## config.mk

```make
export PLATFORM = sky130hd
export DESIGN_NAME = wb_port_arbiter
export DESIGN_NICKNAME = d
export VERILOG_FILES = /design/src/rtl/wb_port_arbiter.sv
export SDC_FILE = /design/constraint.sdc
export NUM_CORES = 1
export LEC_CHECK = 0
export BUFFER_PORTS_ARGS = -buffer_cell sky130_fd_sc_hd__buf_2
export CORE_MARGIN = 10
export CORE_UTILIZATION = 30
export CTS_CLUSTER_DIAMETER = 30
export CTS_CLUSTER_SIZE = 24
export DETAILED_ROUTE_END_ITERATION = 7
export HOLD_SLACK_MARGIN = 0.05
export MAX_ROUTING_LAYER = met4
export PLACE_DENSITY = 0.46
export SETUP_SLACK_MARGIN = 0.4
export SYNTH_ARGS = -nofsm -noshare
export SYNTH_HDL_FRONTEND = slang
export SYNTH_SLANG_ARGS = --single-unit
```

## constraint.sdc

```tcl
create_clock -name clk -period 4.4 [get_ports clk]
set_input_delay 0.66 -clock clk [delete_from_list [all_inputs] [get_ports clk]]
set_output_delay 0.66 -clock clk [all_outputs]
set_load 0.02 [all_outputs]
```

## src/rtl/wb_port_arbiter.sv

```systemverilog
// ---------------------------------------------------------------------------
// wb_port_arbiter
//
// Shares the single register-file write port between the in-order pipeline
// writeback stage and a long-latency unit (LLU). Pipeline writes win the
// port. LLU results queue in a small pending FIFO and drain in cycles where
// the pipeline does not write. If the FIFO head waits STARVE_MAX pipeline
// writes, the arbiter stalls the pipeline for one cycle and drains the head.
// When a pipeline write is granted to a register, every queued LLU result for
// that register is squashed. A squashed result is popped without a write.
//
// Ports
//   clk, rst_n            clock, asynchronous active-low reset
//   pipe_we/waddr/wdata   pipeline WB write request
//   pipe_stall            hold WB this cycle (combinational)
//   ll_valid/waddr/wdata  LLU result offer (held stable until accepted)
//   ll_ready              LLU result accepted this cycle (combinational)
//   rf_we/waddr/wdata     register-file write port (registered)
//   pend_cnt              pending FIFO occupancy (registered)
// ---------------------------------------------------------------------------
module wb_port_arbiter #(
  parameter int DW         = 16,
  parameter int AW         = 4,
  parameter int DEPTH      = 2,
  parameter int STARVE_MAX = 4
) (
  input  logic                       clk,
  input  logic                       rst_n,
  input  logic                       pipe_we,
  input  logic [AW-1:0]              pipe_waddr,
  input  logic [DW-1:0]              pipe_wdata,
  output logic                       pipe_stall,
  input  logic                       ll_valid,
  input  logic [AW-1:0]              ll_waddr,
  input  logic [DW-1:0]              ll_wdata,
  output logic                       ll_ready,
  output logic                       rf_we,
  output logic [AW-1:0]              rf_waddr,
  output logic [DW-1:0]              rf_wdata,
  output logic [$clog2(DEPTH):0]     pend_cnt
);

  localparam int PW = $clog2(DEPTH);
  localparam int CW = PW + 1;
  localparam int SW = $clog2(STARVE_MAX + 1);

  typedef enum logic [1:0] {
    IDLE  = 2'd0,   // FIFO empty
    PEND  = 2'd1,   // FIFO holds entries, pipeline has priority
    FORCE = 2'd2    // one-cycle forced drain of the FIFO head
  } state_t;

  typedef struct packed {
    logic [AW-1:0] waddr;
    logic [DW-1:0] wdata;
  } entry_t;

  state_t           state, state_nxt;
  entry_t           mem [DEPTH];
  logic [DEPTH-1:0] squash;
  logic [PW-1:0]    rd_ptr, wr_ptr;
  logic [CW-1:0]    cnt, cnt_nxt;
  logic [SW-1:0]    starve, starve_nxt;

  logic   pipe_grant;
  logic   pop;
  logic   head_write;
  logic   push;
  entry_t head;
  logic   head_sq;

  assign head    = mem[rd_ptr];
  assign head_sq = squash[rd_ptr];

  // NOTE: every signal written here gets a default first, so no path can
  // leave one unassigned and infer a latch.
  always_comb begin
    pipe_stall = 1'b0;
    pipe_grant = 1'b0;
    pop        = 1'b0;
    starve_nxt = starve;
    state_nxt  = state;

    unique case (state)
      IDLE: begin
        pipe_grant = pipe_we;
      end
      PEND: begin
        pipe_grant = pipe_we;
        // A squashed head leaves without a write, even under pipeline traffic.
        pop        = head_sq || !pipe_we;
      end
      FORCE: begin
        pipe_stall = 1'b1;
        pop        = 1'b1;
      end
      default: ;
    endcase

    head_write = pop && !head_sq;
    // A full FIFO still accepts when its head leaves in the same cycle.
    ll_ready   = (cnt < CW'(DEPTH)) || pop;
    push       = ll_valid && ll_ready;
    cnt_nxt    = cnt + CW'(push) - CW'(pop);

    // The counter measures how long the current head has waited, so any
    // change of head restarts it.
    if (pop)
      starve_nxt = '0;
    else if (state == PEND && pipe_grant)
      starve_nxt = starve + SW'(1);

    if (cnt_nxt == '0)
      state_nxt = IDLE;
    else if (state == FORCE)
      state_nxt = PEND;
    else if (starve_nxt == SW'(STARVE_MAX))
      state_nxt = FORCE;
    else
      state_nxt = PEND;
  end

  // NOTE: state registers use non-blocking assignments so every flop samples
  // the pre-edge values regardless of statement order.
  always_ff @(posedge clk or negedge rst_n) begin
    if (!rst_n) begin
      state  <= IDLE;
      rd_ptr <= '0;
      wr_ptr <= '0;
      cnt    <= '0;
      starve <= '0;
      squash <= '0;
    end else begin
      state  <= state_nxt;
      cnt    <= cnt_nxt;
      starve <= starve_nxt;
      if (pop)  rd_ptr <= rd_ptr + PW'(1);
      if (push) wr_ptr <= wr_ptr + PW'(1);
      // Older queued results for the same register are now stale. Unused
      // slots may be marked too; a push clears the bit of its slot.
      for (int i = 0; i < DEPTH; i++) begin
        if (pipe_grant && mem[i].waddr == pipe_waddr)
          squash[i] <= 1'b1;
      end
      // A result pushed alongside a same-register pipeline write is younger,
      // so it is kept.
      if (push) squash[wr_ptr] <= 1'b0;
    end
  end

  // NOTE: the FIFO payload has no reset; an entry is only read after a push
  // has written it, and occupancy/pointers/squash bits are reset instead.
  always_ff @(posedge clk) begin
    if (push) mem[wr_ptr] <= '{waddr: ll_waddr, wdata: ll_wdata};
  end

  always_ff @(posedge clk or negedge rst_n) begin
    if (!rst_n) begin
      rf_we    <= 1'b0;
      rf_waddr <= '0;
      rf_wdata <= '0;
    end else begin
      rf_we <= pipe_grant || head_write;
      if (pipe_grant) begin
        rf_waddr <= pipe_waddr;
        rf_wdata <= pipe_wdata;
      end else if (head_write) begin
        rf_waddr <= head.waddr;
        rf_wdata <= head.wdata;
      end
    end
  end

  assign pend_cnt = cnt;

endmodule

```

Word level (Yosys, flattened, before mapping)
Memory sizes are Yosys's and may differ from the RTL's.
Cells that the tools add are included.
{"block": "word_totals", "n_memories": 1, "reg_bits": 32, "ramBits": 40, "out_inout_bits": 25}
{"block": "classes", "n_addsub": 5, "bitwise_logic": 2, "mux": 21, "eq_ne": 5, "order_cmp": 4, "reduce_logical": 15}
{"name": "mem", "words": 2, "word_bits": 20, "rd": 3, "rd_clocked_by_memory_dff": 0, "wr": 1, "line": "59", "text": "entry_t mem [DEPTH];"}
{"operator": "16-bit 2-to-1 mux", "count": 2}
{"operator": "1-bit 2-to-1 mux", "count": 9}
{"operator": "4-bit equality test", "count": 2}
{"operator": "2-bit 2-to-1 mux", "count": 4}
{"operator": "4-bit 2-to-1 mux", "count": 2}
{"operator": "1-bit logical AND", "count": 6}
{"operator": "3-bit 2-to-1 mux", "count": 2}
{"operator": "2-bit zero test", "count": 2}
{"operator": "1-bit by 2-bit < comparator with 1-bit output, second input constant", "count": 2}
{"operator": "3-bit by 1-bit adder with 3-bit output, second input constant", "count": 1}
{"operator": "3-bit equality test, second input constant", "count": 1}
{"operator": "1-bit logical OR", "count": 3}
{"operator": "1-bit adder, second input constant", "count": 2}
{"operator": "2-bit by 1-bit adder with 2-bit output", "count": 1}
{"operator": "2-bit bitwise AND", "count": 1}
{"operator": "2-bit by 1-bit equality test with 1-bit output, second input constant", "count": 1}
{"operator": "2-bit equality test, second input constant", "count": 1}
{"operator": "1-bit zero test", "count": 2}
{"operator": "2-bit < comparator, second input constant", "count": 1}
{"operator": "2-bit NOT", "count": 1}
{"operator": "1-bit one-hot mux with 2 select lines", "count": 1}
{"operator": "2-bit nonzero test", "count": 1}
{"operator": "2-bit OR reduction", "count": 1}
{"operator": "2-bit by 1-bit subtractor with 2-bit output", "count": 1}
{"operator": "2 further kinds", "count": 2}

Longest topological paths before layout
Gate-level depths: netlist (run 1).
{"block": "logic_depth", "word_depth": 10, "mapped_depth": 13, "depth_no_buf": 12}

Least setup slack after synthesis (run 1)
Ideal clock, no wire load.
{"block": "synth_timing", "kind": "in2reg", "startpoint": "input port pipe_we", "endpoint": "memory mem[0][0] (netlist name) (enable)", "setup_time_ns": 0.397, "t_arrival_ns": 2.345, "setup_slack_ns": 1.658, "n_path_buf": 1, "path_stages": 5, "cell_sequence": "buf_4 > nor2b_1 > a211oi_4 > o21ai_2 > nor2_1"}
{"block": "synth_between", "elab_chain_cells": 7}
{"element": "from (decl)", "line": "29", "text": "input logic pipe_we,"}
{"element": "1-bit zero test", "line": "91", "text": "pop = head_sq || !pipe_we;"}
{"element": "1-bit logical OR", "line": "91"}
{"element": "1-bit one-hot mux with 2 select lines", "line": "84", "text": "unique case (state)"}
{"element": "named net pop", "line": "66", "text": "logic pop;"}
{"element": "1-bit logical OR", "line": "102", "text": "ll_ready = (cnt < CW'(DEPTH)) || pop;"}
{"element": "1-bit logical AND", "line": "103", "text": "push = ll_valid && ll_ready;"}
{"element": "1-bit 2-to-1 mux", "line": "154", "text": "if (push) mem[wr_ptr] <= '{waddr: ll_waddr, wdata: ll_wdata};"}
{"element": "1-bit 2-to-1 mux (implied by the code)", "line": "154"}
{"element": "to (decl)", "line": "59"}
The timed path passes the listed nets, and every way through them passes these cells.

Worst setup path in the final report (run 1)
{"block": "layout_timing", "startpoint": "register state[1]", "endpoint": "memory mem[1][16] (netlist name) (enable)"}
{"block": "layout_between", "elab_chain_cells": 6, "elab_cells_between_ends": 7, "classes_between": "eq/ne (2); mux (3); reduce/logical (2)"}
{"element": "from (decl)", "line": "58", "text": "state_t state, state_nxt;"}
{"element": "from (signal assigned)", "line": "134", "text": "state <= state_nxt;"}
{"element": "2-bit equality test or 2-bit by 1-bit equality test with 1-bit output (tied branches)", "line": "84"}
{"element": "1-bit one-hot mux with 2 select lines (*)", "line": "84"}
{"element": "named net pop", "line": "66"}
{"element": "1-bit logical OR (*)", "line": "102"}
{"element": "1-bit logical AND (*)", "line": "103"}
{"element": "1-bit 2-to-1 mux (*)", "line": "154"}
{"element": "1-bit 2-to-1 mux (implied by the code) (*)", "line": "154"}
Mark *: on every way through the listed nets, which the timed path passes. The rest lies on a longest branch.

==> flow_summary.toml, run 1 <==
[cells_and_area]
drive_above_1_share_pct = 28.3
finalCoreUtilization_pct = 37.4
fin_nets = 370
areaGrowthSynthToFinish_pct = 21.1
n_antenna_cell = 0

[floorplanning]
pin_count = 69
std_cell_rows = 37
dieHeight_um = 123
start_util_pct = 30.9
core_mm2 = 0.0103
die_w_um = 123
die_area_mm2 = 0.0152

[synth]
ys.flop_type = "edfxtp_1"
syn_avg_cell_area_um2 = 12.9
synth_area_leaders = "edfxtp_1, dfrtp_1, mux2i_1, o21ai_0, inv_1"
synth_top_cell_area_share_pct = 37.7
synth_top_area_cell = "edfxtp_1"
ys_ff_latch = 72
synth_edf_count = 40
syn_area_mm2 = 0.00319
synthArstFlopShare_pct = 44.4
synth_fp_nets = 298
ys_types = 31
yosysWarnings = 0
synth_cells = 248
yosysSeqAreaShare_pct = 62.8

[clocking]
cts_root_buf = "clkbuf_8"
clk_pin_slew_worst_paths_ps = 80
post-cts-setup-buffers = 0
clockBufferDepth = 2
clk_latency_ps = 340
cts.sinks = 72
cts_resized = 0
cts_made_buffers = 9
cts_tree = "built"
hold_buffers = 0
cts-htree-levels = 3

[setup_path]
cp-start-kind = "register"
path_class = "reg2reg"
endpoint_kind = "register"
cp_max_fo = 20
critical_path_arrival_ps = 2760
worstPathRequired_ps = 4350

[pwr]
power_mw = 2.66
p_leak_nw = 1.76
ir_drop_mv = 0.183
powerDensity_mw_per_mm2 = 688

[grt]
antenna_found_initial = 0
grt_pass1_vias = 2146
grt_overflow = 0
grt_max_degree = 44
grt_pass1_wl_mm = 11.5
track_usage_pct = 10.3

[placed_design]
portBuffers = 68
pre_cts_slack_ps = 1450
globalplace.congestion = 0.765
post-dp-hpwl_mm = 5.21

[job]
max-cap-violations = 0

[routing]
avgRoutedWirePerCell_um = 15.9
vias_per_cell = 4.36
drtPass1Iterations = 4
drc = 0
antenna_left = 0
dr_total_vias = 2009
routed_wl_mm = 7.32
drt_iter0_drc = 95

[timing]
worst_pin_slew_ps = 1040
fin_skew_ps = 12.8
fin_tns_setup_ps = 0
setup_viol = 0
worst_slack_ps = 1600
max_slew_margin_pct = 30.5
rsz0062_at_grt = "false"
hold-worst-slack_ps = 390
drv_slew = 0
fmax_mhz = 357
period_share_pct = 63.7
fin_crit_ps = 2800
finalHoldViolations = 0

[hold_path]
min_path_type = "in2async"

[status]
status = "completed"
-- cells in the final DEF, fill, tap and decap left out, drive strengths merged, types with 3 or more instances in the layout --
cell and n:
buf 72, mux2i 41, edfxtp 40, dfrtp 32, inv 27, o21ai 25
nand2 22, clkbuf 10, xnor2 9, nor2 8, ha 6, xor2 5
nor2b 4, a21oi 3, clkinvlp 3
-- area by class of cell --
cell class,instances,area [um2]
fill,1032,6460
sequential,72,2000
multi-input combinational,138,1030
timing repair buffer,72,370
tap,136,170
clock buffer,10,128
inverter,27,101
clock inverter,6,61.3
-- flip-flops by register name, summed over array words and instances (netlist names) --
name and flops:
state 2, squash 2, starve 3, pend_cnt 2, rf_waddr 4, rf_we 1
wr_ptr 1, rf_wdata 16, mem 40, rd_ptr 1
-- per-layer routing --
layer / track usage, % / vias to the layer above / wire (um) / part of all wire [%]
li1: - / 1001 / - / -
met1: 12.7 / 963 / 3450 / 47
met2: 15.5 / 38 / 3460 / 47
met3: 2.46 / 7 / 302 / 4.1
met4: 5.24 / 0 / 105 / 1.4
met5: - / - / 0 / 0
-- worst paths after layout --
kind,cells past startpoint,startpoint,slack [ps],endpoint
worst max-delay path,6,state[1],1600,mem[1][16]
worst min-delay path,1,rst_n,390,rf_wdata[9]
worst max register to register,6,state[1],1600,mem[1][16]
worst min register to register,2,rf_wdata[5],520,rf_wdata[5]
max in group asynchronous,1,rst_n,3510,rf_wdata[3]
min in group clk,1,ll_wdata[12],500,mem[1][12]
-- stage by stage --
step,instance area [um2],instances
after floorplan,3190,248
after global placement,3670,445
after detailed placement,3670,445
after CTS,3860,461
after global routing,3860,461
final,3860,461
-- kinds of logic (layout without fill, tap and decap cells) --
family	count (synthesis)	count (layout)	synth area share [%]
AOI/OAI and AO/OA	35	35	6.83
xor gates and xnor gates	14	14	3.84
adders and majority gates	6	6	2.35
buffers and inverters	38	115	5.06
DFF	72	72	62.8
muxes	41	41	13.3
and+or+nand+nor	42	42	5.88
-- synth_stat cells (2+ instances only) --
cell / instances
edfxtp_1: 40
xnor2_1: 9
nor2b_1: 4
o21ai_0: 21
dfrtp_1: 32
nand2_1: 22
inv_1: 27
xor2_1: 5
buf_2: 3
ha_1: 6
o21ai_2: 3
nor2_1: 8
buf_4: 4
a31oi_1: 2
nand3_1: 2
mux2i_1: 40
a21oi_1: 3
clkbuf_1: 4
-- power breakdown --
group	total (mW)	leakage [nW]	switching, mW	internal [mW]
registers	1.07	0.745	0.112	0.961
clock network	0.505	0.0859	0.246	0.259
logic	1.08	0.931	0.662	0.418
total	2.66	1.76	1.02	1.64
-- worst max-delay path, cell delays in order (launching register included) --
cell	delay, ps
dfrtp_1	380
inv_1	70
ha_1	320
nor2_1	130
a211oi_4	410
nand2b_1	220
and3_1	870
No activity file was read; power rests on OpenSTA's default activity.
==> run 2, diff against run 1 <==
Settings changed: PLACE_DENSITY 0.46 to 0.48.
Clock period 4.4 ns to 2.3 ns, I/O delays scaled along.
==> run 2 against run 1 <==
Clock skew decreased by 5.5 ps; non-clock buffer count increased by 15; critical endpoint is now state[1]; die area unchanged.
==> flow_summary.toml, run 2 (same netlist as run 1, synthesis figures left out) <==
[status]
status = "completed"

[setup_path]
path_class = "reg2reg"
worstPathRequired_ps = 2570
cp_max_fo = 6
endpoint_kind = "register"
critical_path_arrival_ps = 2560
cp-start-kind = "register"

[cells_and_area]
finalInstanceArea_mm2 = 0.00412
largestRegisters = "mem (40), rf_wdata (16), rf_waddr (4)"
largest_reg_flops = 40
mostFrequentLayoutCell = "buf_2"
drive_above_1_share_pct = 34.7
n_antenna_cell = 0
fin_nets = 385
fill_cells = 1013
final_cell_mix = "buf_2, mux2i_1, edfxtp_1"
multiInputGateArea_mm2 = 0.00113
areaGrowthSynthToFinish_pct = 29.2
regArea_mm2 = 0.00200
regMostFlops = "mem"

[routing]
avgRoutedWirePerCell_um = 15.5
drt_iter0_drc = 74
dr_total_vias = 2092
highest_layer = "met4"
routed-wl-met2_mm = 3.60
wl_met1_mm = 3.32
antenna_left = 0
drc = 0
wl_met3_um = 325
routed_wl_mm = 7.38
vias_per_cell = 4.39
drtPass1Iterations = 4

[timing]
worst_slack_ps = 13.5
fmax_mhz = 437
period_share_pct = 99.4
fin_crit_ps = 2290
worst_pin_slew_ps = 773
hold-worst-slack_ps = 74.7
drv_slew = 0
rsz0062_at_grt = "true"
setup_viol = 0
finalHoldViolations = 0
fin_skew_ps = 7.28
max_slew_margin_pct = 48.5

[placed_design]
dpl-instance-area_mm2 = 0.00377
portBuffers = 68
globalplace.congestion = 0.786
pre_cts_slack_ps = 26.2
post-dp-hpwl_mm = 5.21

[floorplanning]
std_cell_rows = 37
start_util_pct = 30.9
core_mm2 = 0.0103
die_area_mm2 = 0.0152
pin_count = 69
dieHeight_um = 123
die_w_um = 123

[clocking]
hold_buffers = 0
cts.sinks = 72
clk_pin_slew_worst_paths_ps = 70
cts_root_buf = "clkbuf_8"
cts-htree-levels = 3
clockBufferDepth = 2
cts_tree = "built"
cts_made_buffers = 9
clk_latency_ps = 340

[hold_path]
min_path_type = "in2async"

[grt]
track_usage_pct = 10.5
grt_pass1_vias = 2178
grt_max_degree = 44
grt_pass1_wl_mm = 11.5
grt_overflow = 0
antenna_found_initial = 0

[pwr]
power_mw = 5.48
p_leak_nw = 1.86
powerDensity_mw_per_mm2 = 1330
ir_drop_mv = 0.679

[job]
max-cap-violations = 0
## run 2: cell type report
cell class              count  area share, %
flip-flops and latches     72           48.6
multi-input cells         138           27.5
inverters                  27           2.52
clock buffers              16           4.37
well taps                 136           4.13
repair buffers             87           12.9
## run 2: path summary, 6_finish.rpt
check | end | from | slack, ps | depth (start not counted)
max in group asynchronous | rf_waddr[1] | rst_n | 1730 | 1
max | state[1] | state[0] | 10 | 13
max reg2reg | state[1] | state[0] | 10 | 13
min in group clk | mem[1][0] | ll_wdata[0] | 190 | 1
min reg2reg | rf_wdata[4] | rf_wdata[4] | 520 | 2
min | rf_wdata[9] | rst_n | 70 | 1
## run 2: repair_timing
item                       in CTS  in global routing
hold endpoints to repair        0                  0
gates cloned                    1                  0
setup buffers                   5                  3
resized for setup              17                  4
pin swaps                       8                  6
setup endpoints to repair      45                 59
## run 2: worst max-delay path: stages, from the launching register on
cell and delay (ps):
dfrtp_1 420, inv_2 110, ha_4 200, nor2b_4 60, a211oi_4 260, buf_6 150, o21ai_4 60, ha_4 260
inv_2 40, ha_4 150, xnor2_2 130, xnor2_1 190, nor2_1 80, nor2b_1 120
## run 2: metrics by stage
step,TNS [ps],utilization (%),std cells
floorplan,0,-,248
global placement,0,36.5,451
detailed placement,0,36.5,451
CTS,-71.4,39.4,473
global route,-738,39.9,476
finish,0,39.9,476
## run 2: layer usage
metal  track usage, %  vias to the layer above
met5                -                        -
met4             5.02                        0
met3             3.24                       12
met2             16.2                       43
met1             12.3                     1004
li1                 -                     1033
## run 2: power breakdown
group	internal, mW	switching (mW)
clock network	0.483	0.431
registers	1.84	0.232
logic	1.12	1.38
total	3.44	2.04
